[src/rtl/audio_pkg.sv]
// Shared widths, FSM state encoding and per-channel shift lookup for the audio filter scheduler.
package audio_pkg;

  localparam int unsigned NUM_CH   = 4;
  localparam int unsigned SAMPLE_W = 16;
  localparam int unsigned FRAC_W   = 8;
  localparam int unsigned ACC_W    = 24;
  localparam int unsigned CH_IDX_W = 2;
  localparam int unsigned SHIFT_W  = 4;
  localparam int unsigned MIX_W    = SAMPLE_W + CH_IDX_W;

  typedef enum logic [1:0] {
    IDLE = 2'd0,
    RUN  = 2'd1,
    MIX  = 2'd2,
    DONE = 2'd3
  } state_e;

  // Picks the 4-bit IIR shift for one channel out of the packed SHIFTS word.
  function automatic logic [SHIFT_W-1:0] shift_of(input logic [NUM_CH*SHIFT_W-1:0] shifts,
                                                  input logic [CH_IDX_W-1:0] idx);
    logic [SHIFT_W-1:0] s;
    case (idx)
      2'd0:    s = shifts[3:0];
      2'd1:    s = shifts[7:4];
      2'd2:    s = shifts[11:8];
      default: s = shifts[15:12];
    endcase
    return s;
  endfunction

endpackage

[src/rtl/audio_iir_step.sv]
// One first-order IIR step: acc + (({in,8'h00} - acc) >>> shift), purely combinational.
module audio_iir_step
  import audio_pkg::*;
(
  input  logic [SAMPLE_W-1:0] in,
  input  logic [ACC_W-1:0]    acc,
  input  logic [SHIFT_W-1:0]  shift,
  output logic [ACC_W-1:0]    acc_next
);

  logic signed [ACC_W:0] d;

  always_comb begin
    d        = $signed({1'b0, in, 8'h00}) - $signed({1'b0, acc});
    // The accumulator only moves toward the target, so the 24-bit result cannot wrap.
    acc_next = ACC_W'($signed({1'b0, acc}) + (d >>> shift));
  end

endmodule

[src/rtl/audio_filter_sched.sv]
// Four-channel IIR filter scheduler sharing one step unit, with a mixed output.
// Define AUDIO_SCHED_SAT_EN to saturate the mix sum instead of averaging it.
module audio_filter_sched
  import audio_pkg::*;
#(
  parameter logic [NUM_CH*SHIFT_W-1:0] SHIFTS = 16'h2222
) (
  input  logic                         clk,
  input  logic                         rst,
  input  logic                         clk_3MHz_en,
  input  logic                         sound_enable,
  input  logic [NUM_CH*SAMPLE_W-1:0]   ch_in,
  input  logic                         overrun_clr,
  output logic [NUM_CH*SAMPLE_W-1:0]   ch_out,
  output logic [SAMPLE_W-1:0]          mix_out,
  output logic                         out_valid,
  output logic                         busy,
  output logic                         overrun
);

  state_e                state_q, state_d;
  logic [CH_IDX_W-1:0]   ch_idx_q, ch_idx_d;
  logic [SAMPLE_W-1:0]   snap_q [NUM_CH];
  logic [SAMPLE_W-1:0]   snap_d [NUM_CH];
  logic [ACC_W-1:0]      acc_q  [NUM_CH];
  logic [ACC_W-1:0]      acc_d  [NUM_CH];
  logic [SAMPLE_W-1:0]   mix_pend_q, mix_pend_d;
  logic [NUM_CH*SAMPLE_W-1:0] ch_out_d;
  logic [SAMPLE_W-1:0]   mix_out_d;
  logic                  out_valid_d, busy_d, overrun_d;

  logic [SAMPLE_W-1:0]   step_in;
  logic [ACC_W-1:0]      step_acc;
  logic [SHIFT_W-1:0]    step_shift;
  logic [ACC_W-1:0]      step_acc_next;
  logic [MIX_W-1:0]      mix_sum;
  logic [SAMPLE_W-1:0]   mix_val;

  assign step_in    = snap_q[ch_idx_q];
  assign step_acc   = acc_q[ch_idx_q];
  assign step_shift = shift_of(SHIFTS, ch_idx_q);

  audio_iir_step u_step (
    .in       (step_in),
    .acc      (step_acc),
    .shift    (step_shift),
    .acc_next (step_acc_next)
  );

  // Mix is taken from the freshly updated accumulators so it matches the ch_out published with it.
  always_comb begin
    mix_sum = '0;
    for (int i = 0; i < NUM_CH; i++) begin
      mix_sum = mix_sum + MIX_W'(acc_q[i][ACC_W-1:FRAC_W]);
    end
`ifdef AUDIO_SCHED_SAT_EN
    mix_val = (mix_sum > MIX_W'(18'h0FFFF)) ? 16'hFFFF : SAMPLE_W'(mix_sum);
`else
    mix_val = SAMPLE_W'(mix_sum >> 2);
`endif
  end

  // Next-state and output logic.
  always_comb begin
    state_d     = state_q;
    ch_idx_d    = ch_idx_q;
    snap_d      = snap_q;
    acc_d       = acc_q;
    mix_pend_d  = mix_pend_q;
    ch_out_d    = ch_out;
    mix_out_d   = mix_out;
    out_valid_d = 1'b0;
    overrun_d   = overrun;

    case (state_q)
      IDLE: begin
        if (clk_3MHz_en) begin
          for (int i = 0; i < NUM_CH; i++) begin
            snap_d[i] = ch_in[i*SAMPLE_W +: SAMPLE_W];
          end
          ch_idx_d = '0;
          state_d  = RUN;
        end
      end
      RUN: begin
        acc_d[ch_idx_q] = step_acc_next;
        ch_idx_d        = ch_idx_q + CH_IDX_W'(1);
        if (ch_idx_q == CH_IDX_W'(NUM_CH - 1)) begin
          state_d = MIX;
        end
      end
      MIX: begin
        mix_pend_d = sound_enable ? mix_val : '0;
        state_d    = DONE;
      end
      DONE: begin
        for (int i = 0; i < NUM_CH; i++) begin
          ch_out_d[i*SAMPLE_W +: SAMPLE_W] = acc_q[i][ACC_W-1:FRAC_W];
        end
        mix_out_d   = mix_pend_q;
        out_valid_d = 1'b1;
        state_d     = IDLE;
      end
      default: state_d = IDLE;
    endcase

    // Clear first so a coincident overrun wins.
    if (overrun_clr) begin
      overrun_d = 1'b0;
    end
    if (clk_3MHz_en && (state_q != IDLE)) begin
      overrun_d = 1'b1;
    end

    busy_d = (state_d != IDLE);
  end

  always_ff @(posedge clk or posedge rst) begin
    if (rst) begin
      state_q    <= IDLE;
      ch_idx_q   <= '0;
      mix_pend_q <= '0;
      ch_out     <= '0;
      mix_out    <= '0;
      out_valid  <= 1'b0;
      busy       <= 1'b0;
      overrun    <= 1'b0;
      for (int i = 0; i < NUM_CH; i++) begin
        snap_q[i] <= '0;
        acc_q[i]  <= '0;
      end
    end else begin
      state_q    <= state_d;
      ch_idx_q   <= ch_idx_d;
      mix_pend_q <= mix_pend_d;
      ch_out     <= ch_out_d;
      mix_out    <= mix_out_d;
      out_valid  <= out_valid_d;
      busy       <= busy_d;
      overrun    <= overrun_d;
      for (int i = 0; i < NUM_CH; i++) begin
        snap_q[i] <= snap_d[i];
        acc_q[i]  <= acc_d[i];
      end
    end
  end

endmodule

[config.mk]
export PLATFORM = sky130hd
export DESIGN_NAME = audio_filter_sched
export DESIGN_NICKNAME = d
export VERILOG_FILES = /design/src/rtl/audio_pkg.sv /design/src/rtl/audio_iir_step.sv /design/src/rtl/audio_filter_sched.sv
export SDC_FILE = /design/constraint.sdc
export NUM_CORES = 1
export LEC_CHECK = 0
export ABC_AREA = 1
export CORE_ASPECT_RATIO = 0.7
export CORE_MARGIN = 2
export CORE_UTILIZATION = 45
export CTS_BUF_LIST = sky130_fd_sc_hd__clkbuf_2
export CTS_CLUSTER_DIAMETER = 60
export DETAILED_ROUTE_END_ITERATION = 8
export GPL_TIMING_DRIVEN = 0
export PLACE_DENSITY = 0.75
export SLEW_MARGIN = 20
export SYNTH_ARGS = -nofsm -noshare
export SYNTH_HDL_FRONTEND = slang
export SYNTH_SLANG_ARGS = --single-unit
[constraint.sdc]
create_clock -name clk -period 13 [get_ports clk]
set_clock_uncertainty 0.1 [all_clocks]
set_input_delay 2.6 -clock clk [delete_from_list [all_inputs] [get_ports clk]]
set_output_delay 2.6 -clock clk [all_outputs]
set_load 0.05 [all_outputs]
## Word-level counts from Yosys, hierarchy flattened

Index checks and enable logic that the tools add are counted.

- $mul: 0
- Bitwise logic cells: 1
- Magnitude comparators: 2
- Reduce and logical (&&, ||, !) cells: 9
- Equal/unequal tests: 5
- Add/sub/neg operators: 6
- Divide/modulo/power cells: 0
- Mux-type cells: 18
- Shift-type cells: 0

Operator list:

| kind | count |
|---|---|
| $bwmux W96 | 1 |
| $mux W24 | 3 |
| $bmux W24 S2 | 1 |
| $demux W24 S2 | 1 |
| $mux W16 | 3 |
| $bmux W16 S2 | 1 |
| $sub A24 B24 Y25 | 1 |
| $add A24 B23 Y24 | 1 |
| $add A17 B16 Y18 | 1 |
| $add A18 B16 Y18 | 1 |
| $add A16 B16 Y17 | 1 |
| $pmux W2 S4 | 1 |
| $reduce_bool A2 Y1 | 4 |
| $eq A2 B2 Y1 const B | 3 |
| $mux W2 | 3 |
| $pmux W2 S2 | 1 |
| $reduce_and A2 Y1 | 2 |
| $ge A3 B3 Y1 const B | 1 |
| $lt A3 B1 Y1 const B | 1 |
| $mux W1 | 3 |
| $not A2 Y3 | 1 |
| $add A2 B1 Y2 const B | 1 |
| $eq A2 B1 Y1 const B | 1 |
| $logic_and A1 B1 Y1 | 2 |
| other kinds (2) | 2 |

- Latch bits: 0
- Logic and storage cells: 57
- Output and inout port bits: 83
- Memories: 0
- Memory bits (writable): 0
- Bits of input ports: 69
- Flip-flop bits (word level): 263
- Bits in read-only memories: 0

## Depth between registers and ports, before layout

Gate-level depths: netlist of run 1.

- Depth after elaboration: 7
- Depth in mapped cells: 29

## Modules after synthesis

A second synthesis of run 1 with hierarchy kept.

- Cell total of the unflattened synthesis: 2139
- Area, all modules: 16012.9 µm²

Modules (own cells, without submodules):

| module | times used | cells an instance | area each (µm²) |
|---|---|---|---|
| audio_filter_sched | 1 | 1495 | 12500.7 |
| audio_iir_step | 1 | 644 | 3512.1 |

## Worst setup path before layout of run 1

Ideal clock, no wire load.

- Path kind: flip-flop to flip-flop
- Start: reg ch_idx_q[1]
- End: reg acc_q[41] (netlist bit)
- Arrival time: 3.809 ns
- Stages on the path, launching flop included: 21
- Required time: 12.768 ns
- Path slack: 8.958 ns
- Setup time: 0.132 ns
- Path buffers: 3
- Cell sequence: dfrtp_1 inv_1 buf_2 buf_1 buf_1 a32oi_1 inv_1 ha_1 a21oi_1 nor2_1 a211oi_1 o21ai_2 xor2_1 ha_1 a21oi_1 o21ai_0 a21oi_1 nand3_1 or2_2 nand3_1 o21ai_0

- Cells in the longest elaborated chain, start to end: 7

Ends and longest elaborated chain:

| item | line | RTL |
|---|---|---|
| start, declared | audio_filter_sched.sv:22 | `logic [CH_IDX_W-1:0] ch_idx_q, ch_idx_d;` |
| start signal, assigned | audio_filter_sched.sv:134 | `ch_idx_q <= ch_idx_d;` |
| $not A2 Y3 (implied by the code) * | audio_filter_sched.sv:39, audio_filter_sched.sv:40, audio_filter_sched.sv:86 |  |
| $bmux W24 S2 / $bmux W16 S2 (equally long branches) | audio_filter_sched.sv:40, audio_filter_sched.sv:39 |  |
| $mux W24 (implied by the code) / $mux W16 (equally long branches) (2 in a row) | audio_filter_sched.sv:40, audio_filter_sched.sv:39 |  |
| $sub A24 B24 Y25 | audio_iir_step.sv:14 | `d = $signed({1'b0, in, 8'h00}) - $signed({1'b0, acc});` |
| $add A24 B23 Y24 | audio_iir_step.sv:16 | `acc_next = ACC_W'($signed({1'b0, acc}) + (d >>> shift));` |
| $bwmux W96 * | audio_filter_sched.sv:86 | `acc_d[ch_idx_q] = step_acc_next;` |
| end signal, assigned by index | audio_filter_sched.sv:143 | `acc_q[i] <= acc_d[i];` |
| end, declared | audio_filter_sched.sv:25 | `logic [ACC_W-1:0] acc_q [NUM_CH];` |

Mark *: on every way between the ends. The rest lies on a longest branch, timed or not. The select of a mux whose other input is x is not followed.
A chain may end at the register's enable or synchronous reset.

## Worst setup path after layout of run 1

- Start: reg ch_idx_q[1]
- End: reg acc_q[17] (netlist bit)

Same word-level chain as after synthesis.

==> results.cfg, run 1 <==
[grt]
grt_util_all_layers_pct = 29.6
grt_pass1_vias = 13900
grt_max_degree = 102
antenna_found_initial = 4
grt.overflow.total = 0
grt_pass1_wl_um = 78200

[yosys]
syn_area_um2 = 15000
synth_top_cell_by_area = dfrtp_1
seq_area_frac_synth_pct = 44.0
synth_top_area_share_pct = 44.0
synth_ff_type = dfrtp_1
async_reset_ff_share_pct = 100
avgSynthCellArea_um2 = 7.71
synth.ff_latch_count = 263
ys_types = 45
syn_inst = 1939
synth.area.top_cells = dfrtp_1 (44%), nand2_1 (17%), o21ai_0 (7.1%)
synth-edff-count = 0
synth_warnings = 0
synth.net_count = 2100

[routing]
vias = 14600
postRouteAntennaNets = 0
vias_per_cell = 5.53
drt-total-wl_um = 50500
drcViolationCount = 0
drt_iter0_drc = 1659
firstDrtPassIters = 5
post_drt_wl_per_cell_um = 19.2

[timing]
hold_violations = 0
rsz0062_at_grt = false
worstMarginPinSlew_ns = 0.843
fin_crit_sh_pct = 46.3
fin_hold_ws_ns = 0.328
max_freq_mhz = 166
slew_violations = 0
min_period_ns = 6.02
relSlewSlack_pct = 43.8
tns_ns = 0
setup_viol = 0

[clock_network]
cts_resized = 0
clkLatencyLatePin_ns = 1.02
root_buffer = clkbuf_2
h-tree-depth = 3
clock_path_buffers = 3
cts_buffers = 67
cts_sinks = 263
cts_setup_buffers = 0
clk_pin_slew_worst_paths_ns = 0.12
cts_hold_buf = 0
cts_tree = yes

[floorplanning]
pin_count = 152
die_area_um2 = 34700
die_x_um = 222
die_h_um = 157
coreArea_um2 = 32500
start_util_pct = 46.0
std_cell_rows = 55

[place]
gp_routability_congestion = 0.961
dp.final_hpwl_um = 39100
dp.cells = 2519
portBuffers = 151

[hold_path]
hp-class = reg -> reg
hp-start = mix_pend_q[7]$_DFFE_PP0P_
worst_hold_path.endpoint = mix_out[7]$_DFFE_PP0P_
min_path_cells = 2

[finish]
nets = 2322
mostFrequentLayoutCells = nand2_1 (681), dfrtp_1 (263), o21ai_0 (211)
drive_gt1_share_pct = 6.36
layout_commonest_cell = nand2_1
fin_cells = 2633
areaGrowthSynthToFinish_pct = 18.1
utilization_pct = 54.4

[worst_setup_path]
crit_type = reg -> reg
crit_start = ch_idx_q[1]$_DFFE_PP0P_
crit_arrival_ns = 6.73
cp-start-kind = flop
r2r_setup_slack_ns = 6.98
worstReg2RegStart = ch_idx_q[1]$_DFFE_PP0P_
crit_fanout = 11
reg2reg_depth = 22
reg2reg_to = acc_q[17]$_DFFE_PP0P_
crit_path_end_kind = flop
worst_ep_required_time_ns = 13.72

[job]
cap_violations = 0

[status]
status = finished clean
-- metrics by stage --
| step | worst slack (ns) | cell area [um^2] |
|---|---|---|
| global placement | -0.206 | 17000 |
| finish | 6.98 | 17700 |
| CTS | 7.27 | 17600 |
| detailed placement | 7.28 | 17100 |
| floorplan | 3.06 | 15000 |
| global route | 6.55 | 17700 |
-- flip-flops by register name (all words and copies together), names as in the netlist --
register / count
out_valid: 1
mix_out: 16
snap_q: 64
mix_pend_q: 16
state_q: 2
overrun: 1
acc_q: 96
busy: 1
ch_idx_q: 2
ch_out: 64
-- cell type report --
class	instances	area [um^2]
antenna	5	12.5
buffer	71	280
clock buffer	93	465
clock inverter	16	121
fill	3174	14800
inverter	183	694
multi-input combinational	1422	7400
sequential	263	6580
tap	427	534
timing repair buffer	153	1570
-- layer usage --
layer | global-route usage [%] | part of all wire (%) | up-vias
met2 | 39.4 | 39 | 697
met5 | 0 | 0 | -
met4 | 8.30 | 2.2 | 0
met3 | 8.96 | 12 | 80
li1 | - | - | 6739
met1 | 45.6 | 48 | 7040
-- how the worst max path moves through the flow --
stage                                        to  cells after the start
after floorplan            acc_q[0]$_DFFE_PP0P_                      1
after global placement    ch_out[8]$_DFFE_PP0P_                      2
after detailed placement  acc_q[17]$_DFFE_PP0P_                     22
after CTS                 acc_q[17]$_DFFE_PP0P_                     22
after global routing      acc_q[89]$_DFFE_PP0P_                     24
final                     acc_q[17]$_DFFE_PP0P_                     22
-- critical path, cell delays in order (launching register included) --
cell	delay (ns)
dfrtp_1	0.51
inv_1	0.17
buf_2	0.26
buf_1	0.44
clkbuf_1	0.63
o21ai_0	0.20
o22ai_1	0.17
ha_1	0.28
nand2_1	0.14
nor2_1	0.21
inv_1	0.07
nor2_1	0.27
nand4_1	0.26
nand2_1	0.18
xor2_1	0.17
ha_1	0.33
nand2_1	0.15
o21ai_0	0.16
a21oi_1	0.26
nand3_1	0.28
or2_2	0.42
nand3_1	0.08
o21ai_0	0.10
-- logic make-up (layout without fill, tap and decap cells) --
logic type                 after synthesis  in the layout  synth area share [%]
xor gates and xnor gates                26             26                  1.52
and+or+nand+nor                        950            950                  25.6
AOI/OAI and AO/OA                      354            354                  13.0
buffers and inverters                  254            516                  6.47
DFF                                    263            263                  44.0
other                                    0              5                     0
adders and majority gates               92             92                  9.36
-- cells in the mapped netlist (all sizes together) (10+ instances only) --
cell type and instances:
a21oi 78, a32oi 16, buf 18, clkbuf 53, dfrtp 263, fa 33, ha 59, inv 180
nand2 688, nand3 101, nand4 11, nor2 127, nor3 10, o21ai 213, o22ai 19, xor2 18
Power of run 1 is not shown: default switching activity piles up to over one toggle a cycle in this logic, so the estimate is an artifact.
==> run 2: changes to the inputs <==
Clock period 13 ns to 5.8 ns, I/O delays scaled along.
==> results.cfg, run 2 (synthesis results as in run 1) <==
[timing]
relSlewSlack_pct = 42.4
fin_hold_ws_ns = 0.376
slew_violations = 0
max_freq_mhz = 182
setup_viol = 0
fin_crit_sh_pct = 95.0
worstMarginPinSlew_ns = 0.864
min_period_ns = 5.51
hold_violations = 0
rsz0062_at_grt = false

[floorplanning]
std_cell_rows = 55
die_area_um2 = 34700
die_h_um = 157
start_util_pct = 46.0
coreArea_um2 = 32500
die_x_um = 222
pin_count = 152

[grt]
grt.overflow.total = 0
antenna_found_initial = 3
grt_pass1_wl_um = 78800
grt_max_degree = 36
grt_util_all_layers_pct = 29.7
grt_pass1_vias = 13800

[routing]
drt_iter0_drc = 1986
postRouteAntennaNets = 0
vias = 14400
drcViolationCount = 0
vias_per_cell = 5.47
drt-total-wl_um = 50400
post_drt_wl_per_cell_um = 19.1
firstDrtPassIters = 6

[finish]
multiInputGateArea_um2 = 7400
regMostFlops = acc_q
mostFrequentLayoutCells = nand2_1 (681), dfrtp_1 (262), o21ai_0 (211)
largest_reg_flops = 96
stdcell_area_um2 = 17700
areaGrowthSynthToFinish_pct = 18.7
regArea_um2 = 6580
fillers = 3119
nets = 2328
drive_gt1_share_pct = 7.41
reg_top3 = acc_q x96, ch_out x64, snap_q x64
layout_commonest_cell = nand2_1

[clock_network]
cts_hold_buf = 0
clock_path_buffers = 3
root_buffer = clkbuf_2
h-tree-depth = 3
cts_buffers = 67
clk_pin_slew_worst_paths_ns = 0.11
cts_sinks = 263
cts_tree = yes
cts_resized = 0
clkLatencyLatePin_ns = 1.00
cts_setup_buffers = 0

[worst_setup_path]
crit_type = reg -> reg
cp-start-kind = flop
crit_chain = buf_2, clkbuf_2, a21oi_1, a32oi_1, inv_1, ha_1, nand2_1, nor2_1, inv_1, nor2_1, nand4_1, nand2_1, xor2_1, ha_1, nand2_1, nor2_1, inv_1, nor2_1, nand4_1, nand3_1, nand2_1, nand3_1, o21ai_0
reg2reg_depth = 23
r2r_setup_slack_ns = 0.29
crit_arrival_ns = 6.24
worstReg2RegStart = ch_idx_q[0]$_DFFE_PP0P_
worst_ep_required_time_ns = 6.53
crit_path_end_kind = flop
slowest_stage = dfrtp_1
crit_fanout = 10
reg2reg_to = acc_q[89]$_DFFE_PP0P_
slowest_delay_ns = 0.58

[status]
status = finished clean

[place]
gp_routability_congestion = 0.958
portBuffers = 151
dp.final_hpwl_um = 39400
placed_area_um2 = 17200

[hold_path]
min_path_cells = 2
hp-start = mix_pend_q[7]$_DFFE_PP0P_
worst_hold_path.endpoint = mix_out[7]$_DFFE_PP0P_
hp-class = reg -> reg

[job]
cap_violations = 0
-- run 2: worst max-delay path by stage --
stage | start | end | slack, ns | cells past startpoint
after floorplan | rst | acc_q[0]$_DFFE_PP0P_ | 1.07 | 1
after global placement | rst | ch_out[41]$_DFFE_PP0P_ | -0.81 | 2
after detailed placement | ch_idx_q[1]$_DFFE_PP0P_ | acc_q[94]$_DFFE_PP0P_ | 0.08 | 19
after CTS | ch_idx_q[1]$_DFFE_PP0P_ | acc_q[42]$_DFFE_PP0P_ | 0.07 | 20
after global routing | ch_idx_q[0]$_DFFE_PP0P_ | acc_q[89]$_DFFE_PP0P_ | 0.03 | 21
final | ch_idx_q[0]$_DFFE_PP0P_ | acc_q[89]$_DFFE_PP0P_ | 0.29 | 23
-- run 2: critical path: cells and delay by family (launching register included) --
family,cells,cell delay (ns)
and+or+nand+nor,12,2.20
buffers and inverters,5,0.93
adders and majority gates,2,0.83
AOI/OAI and AO/OA,3,0.59
DFF,1,0.58
xor gates and xnor gates,1,0.09
-- run 2: area by class of cell --
cell class	count	share of cell area [%]
sequential	263	37.1
buffer	71	1.69
tap	427	3.01
clock inverter	18	0.437
timing repair buffer	159	9.42
inverter	183	3.89
clock buffer	97	2.74
multi-input combinational	1422	41.7
antenna	1	0.0141
-- run 2: per-stage QoR --
stage          utilization [%]  setup WS (ns)  std cells  TNS [ns]
2_1_floorplan                -           1.07       1939         0
3_3_place_gp              52.3         -0.807       2517   -199.11
3_5_place_dp              52.8         0.0759       2525         0
4_1_cts                   54.6         0.0672       2640         0
5_1_grt                   54.6         0.0321       2641         0
6_report                  54.6          0.292       2641         0
-- run 2: layer usage --
metal	track usage, %	up-vias	wire length (um)
li1	-	6738	-
met4	8.30	2	906
met2	39.6	715	19700
met3	9.61	83	5960
met5	0	-	13
met1	45.5	6900	23900
Power of run 2 is left out for the same reason.
==> run 3: changes to the inputs <==
Settings changed: CTS_CLUSTER_DIAMETER 60 to 200.
==> results of run 3 <==
Final layout, timing and power as in run 2 (identical DEF).
Power of run 3 is left out for the same reason.
